File: config.mk
export PLATFORM = sky130hd
export DESIGN_NAME = mem_port_arbiter
export DESIGN_NICKNAME = d
export VERILOG_FILES = /design/src/rtl/mem_port_arbiter.sv
export SDC_FILE = /design/constraint.sdc
export NUM_CORES = 1
export LEC_CHECK = 0
export CAP_MARGIN = 5
export CORE_MARGIN = 2
export CORE_UTILIZATION = 20
export CTS_CLUSTER_SIZE = 40
export DETAILED_ROUTE_END_ITERATION = 10
export GPL_ROUTABILITY_DRIVEN = 1
export PLACE_DENSITY = 0.8
export SLEW_MARGIN = 15
export SYNTH_ARGS = -nofsm -noshare
export SYNTH_HDL_FRONTEND = slang
export SYNTH_SLANG_ARGS = --single-unit
File: constraint.sdc
create_clock -name clk -period 1 [get_ports clk]
set_input_delay 0.1 -clock clk [delete_from_list [all_inputs] [get_ports clk]]
set_output_delay 0.1 -clock clk [all_outputs]
set_load 0.02 [all_outputs]
File: src/rtl/mem_port_arbiter.sv
// Shares the single-port unified memory between fetch, data stage and the reset/interrupt vector reads.
// Latency: zero; grants and memory controls are combinational from state and requests. Optional macro ARB_FAIR_EN.
// Backpressure: a request that loses sees no grant (if_stall / pipeline holds at MEM); ARB_FAIR_EN caps DM streaks.
module mem_port_arbiter #(
    parameter int ADDR_W        = 8,
    parameter int DATA_W        = 8,
    parameter int RST_VEC_ADDR  = 0,
    parameter int INT_VEC_ADDR  = 1,
    parameter int MAX_DM_STREAK = 4
) (
    input  logic              clk,
    input  logic              rst,
    input  logic              if_req,
    input  logic [ADDR_W-1:0] if_addr,
    output logic              if_gnt,
    output logic              if_stall,
    input  logic              dm_req,
    input  logic              dm_we,
    input  logic [ADDR_W-1:0] dm_addr,
    input  logic [DATA_W-1:0] dm_wdata,
    output logic              dm_gnt,
    input  logic              ivec_req,
    output logic              ivec_ack,
    output logic              pc_load,
    output logic [DATA_W-1:0] pc_vec,
    output logic [ADDR_W-1:0] mem_addr,
    output logic              mem_we,
    output logic [DATA_W-1:0] mem_wdata,
    input  logic [DATA_W-1:0] mem_rdata
);

    typedef enum logic [1:0] {
        RVEC = 2'd0,
        RUN  = 2'd1,
        IVEC = 2'd2
    } state_t;

    state_t state;
    state_t state_nxt;
    logic   fair_force;

`ifdef ARB_FAIR_EN
    localparam int STREAK_W = $clog2(MAX_DM_STREAK + 1);

    logic [STREAK_W-1:0] dm_streak;

    // After MAX_DM_STREAK back-to-back DM wins over a waiting fetch, fetch gets one slot.
    assign fair_force = if_req && (dm_streak == STREAK_W'(MAX_DM_STREAK));

    always_ff @(posedge clk or negedge rst) begin
        if (!rst) begin
            dm_streak <= '0;
        end else if (dm_gnt && if_req) begin
            dm_streak <= dm_streak + STREAK_W'(1);
        end else begin
            dm_streak <= '0;
        end
    end
`else
    assign fair_force = 1'b0;
`endif

    always_ff @(posedge clk or negedge rst) begin
        if (!rst) begin
            state <= RVEC;
        end else begin
            state <= state_nxt;
        end
    end

    always_comb begin
        state_nxt = state;
        if_gnt    = 1'b0;
        dm_gnt    = 1'b0;
        ivec_ack  = 1'b0;
        pc_load   = 1'b0;
        pc_vec    = '0;
        mem_addr  = if_addr;
        mem_we    = 1'b0;
        mem_wdata = '0;
        // Outputs are gated by rst directly so a write in flight dies the instant reset asserts.
        if (!rst) begin
            mem_addr = '0;
        end else begin
            case (state)
                RVEC: begin
                    mem_addr  = ADDR_W'(RST_VEC_ADDR);
                    pc_load   = 1'b1;
                    pc_vec    = mem_rdata;
                    state_nxt = RUN;
                end
                IVEC: begin
                    mem_addr  = ADDR_W'(INT_VEC_ADDR);
                    pc_load   = 1'b1;
                    ivec_ack  = 1'b1;
                    pc_vec    = mem_rdata;
                    state_nxt = RUN;
                end
                default: begin
                    if (fair_force) begin
                        if_gnt = 1'b1;
                    end else if (dm_req) begin
                        dm_gnt    = 1'b1;
                        mem_addr  = dm_addr;
                        mem_we    = dm_we;
                        mem_wdata = dm_wdata;
                    end else if (ivec_req) begin
                        state_nxt = IVEC;
                    end else if (if_req) begin
                        if_gnt = 1'b1;
                    end
                end
            endcase
        end
    end

    assign if_stall = rst & if_req & ~if_gnt;

endmodule

==> results.md <==
* Warnings, synthesis at 0
* Initial antenna violation count at 0
* Buf/Inv on CP at 2
* Setup crit end: ivec_ack
* RR Endpoint: state[0]
* CP startpoint: state[0]
* Most frequent cells in the layout: 35 x clkdlybuf4s50_1, 30 x buf_6, 16 x and2_4
* Post-Synthesis Cells at 51
* Cell Area, Synth at 374 um^2
* Max_cap viols at 0
* Core area at 1750 um^2
* Remaining antenna violation count at 0
* Critical Path Max Stage Delay at 0.44 ns
* Clock skew at 0.00195 ns
* RePlAce Congestion at 0.752
* Crit path DAT at 1.24 ns
* CP Cell Sequence: nor2b_2 -> buf_6 -> and2_1 -> buf_6
* WS Path Type: reg2out
* Failing checks: negative setup slack
* DRT Pass-1 Iters at 2
* Worst min path class: in2async
* Syn Nets at 89
* I/O Pins at 68
* Slowest-stage cell, CP: dfrtp_2
* Util after Layout at 76.5%
* Non-filler cells, final at 154
* Rows at 15
* Die width at 47.3 um
* Htree depth at 1
* Critical-path maximum fanout at 11
* Starting Density at 21.4%
* Final setup vio count at 32
* F_max at 747 MHz
* WP data required at 0.90 ns
* Regs by FF count: state x2
* Slew HR at 80.6%
* CTS tree: yes
* Final instance area at 1340 um^2
* Reg2Reg Depth at 4
* Via count at 669
* Crit path depth at 4
* Clock tree buffer depth at 2
* Pleak at 0.612 nW
* Dpl cell area at 1150 um^2
* Worst slew pin tran at 0.284 ns
* Area Growth Syn to Fin at 257%
* Ant diodes at 0
* Synth top area cells: and2_1 30%, mux2i_1 21%, dfrtp_1 13%
* Largest area contributor in the netlist: and2_1
* Die area at 2230 um^2
* Overall routing resource usage at 18.0%
* Clock-pin slew on the worst setup and hold paths at 0.03 ns
* Final Hold Fails at 0
* Layout cells sized above 1 at 57.4%
* Reg2Reg Setup Slack at -0.01 ns
* Global-route wire length before repair at 2840 um
* PnR worst setup slack at -0.338 ns
* Total negative slack at -8.47 ns
* Clock root buffer: clkbuf_4
* CTS sink count at 2
* Reg with most FFs: state
* Worst path most repeated cell: buf_6
* Starting DRC count in detailed routing at 3
* # DRC at 0
* I/O Buffers at 67
* Crit path max-delay family: flip-flops
* Half-perimeter wire length after placement at 1550 um
* Worst vdd ir at 848 uV
* Critical path endpoint category: primary output
* Inst Count DP at 147
* Sequential fraction of the synthesis area at 13.4%
* R2r startpoint: state[0]
* Status: finished, violations left
* Count of final max-slew check failures at 0
* RSZ-0062 raised after global routing: true
* Syn Area/Cell at 7.34 um^2
* CP startpoint kind: flip-flop
* Share of the synthesized area in the top cell type at 30.1%
* Vias in the first global route at 581
* DR WL/cell at 15.1 um
* Cts hold-fix bufs at 0
* Commonest non-fill, non-tap cell in the layout: clkdlybuf4s50_1
* Period utilization at 134%
* Final Critical Period at 1.34 ns
* Post-Route WL at 2330 um
* Worst-Skew Late Latency at 0.22 ns
* Die height at 47.3 um
* Seq cells post-synth at 2
* Largest net degree at the start of global routing at 12
* Post-place setup slack at -0.924 ns
* Global route total overflow at 0
* CTS Buf Count at 3
* Max reg flops at 2
* Yosys cell types at 15
* Final nets at 169
* Power per cell area at 1160 nW/um^2
* Vias per cell at 4.34
metal layers:
| layer | global-route usage (%) | vias up | share of wire (%) |
|---|---|---|---|
| met5 | 0 | - | 0 |
| met4 | 5.00 | 0 | 0 |
| li1 | - | 328 | - |
| met2 | 31.6 | 30 | 53 |
| met1 | 20.2 | 311 | 38 |
| met3 | 6.92 | 0 | 8.9 |
cell usage after synthesis:
library cell / number
nand2_2: 1
nor2b_2: 1
and3_1: 1
dfrtp_1: 2
nor4b_2: 1
nand2_1: 1
inv_1: 1
nand3b_1: 1
o21ai_0: 1
a21o_1: 1
nor2_1: 8
mux2i_1: 8
and2_1: 18
buf_4: 3
a21oi_1: 3
stage by stage:
step           hold slack [ns]  total power, mW
6_report                 0.133             1.55
5_1_grt                  0.140             1.63
4_1_cts                 0.0911             1.44
3_5_place_dp             0.499             1.11
3_3_place_gp             0.486             1.09
2_1_floorplan           -0.196            0.607
power breakdown:
part | internal, mW | total (mW) | switching, mW
Clock | 0.132 | 0.172 | 0.0397
Sequential | 0.117 | 0.165 | 0.0487
Combinational | 0.678 | 1.22 | 0.537
worst min-delay path by stage:
stage,to,cells after the start
6_report,state[1],2
5_1_grt,state[0],2
4_1_cts,state[1],2
3_5_place_dp,state[0],2
3_3_place_gp,state[1],2
2_1_floorplan,state[0],0
worst register-to-register path, cell delays in order, from the launching register on:
cell and delay, ns:
dfrtp_2 0.42, nor2b_2 0.07, buf_6 0.14, buf_4 0.13
a21o_1 0.14
cell type report:
type                       instances  area [um^2]
tap                               25         31.3
multi-input combinational         46          435
sequential                         2         51.3
fill                             120          410
inverter                           1         3.75
clock buffer                       3         22.5
timing repair buffer              77          791
cells by family after synthesis:
kind of cell           Yosys count  share of synthesized area, %
multiplexers                     8                          21.4
AO/OA/AOI/OAI                    5                          7.36
flip-flops                       2                          13.4
AND/OR/NAND/NOR                 32                          50.8
buffers and inverters            4                          7.02
what timing repair did:
item / CTS / global route
buffers inserted: 2 / 0
gates resized for setup: 190 / 18
pin swaps: 2 / 7
cloned: 2 / 0
endpoints found under the setup margin: 30 / 32
No activity file was read; power rests on OpenSTA's default activity.
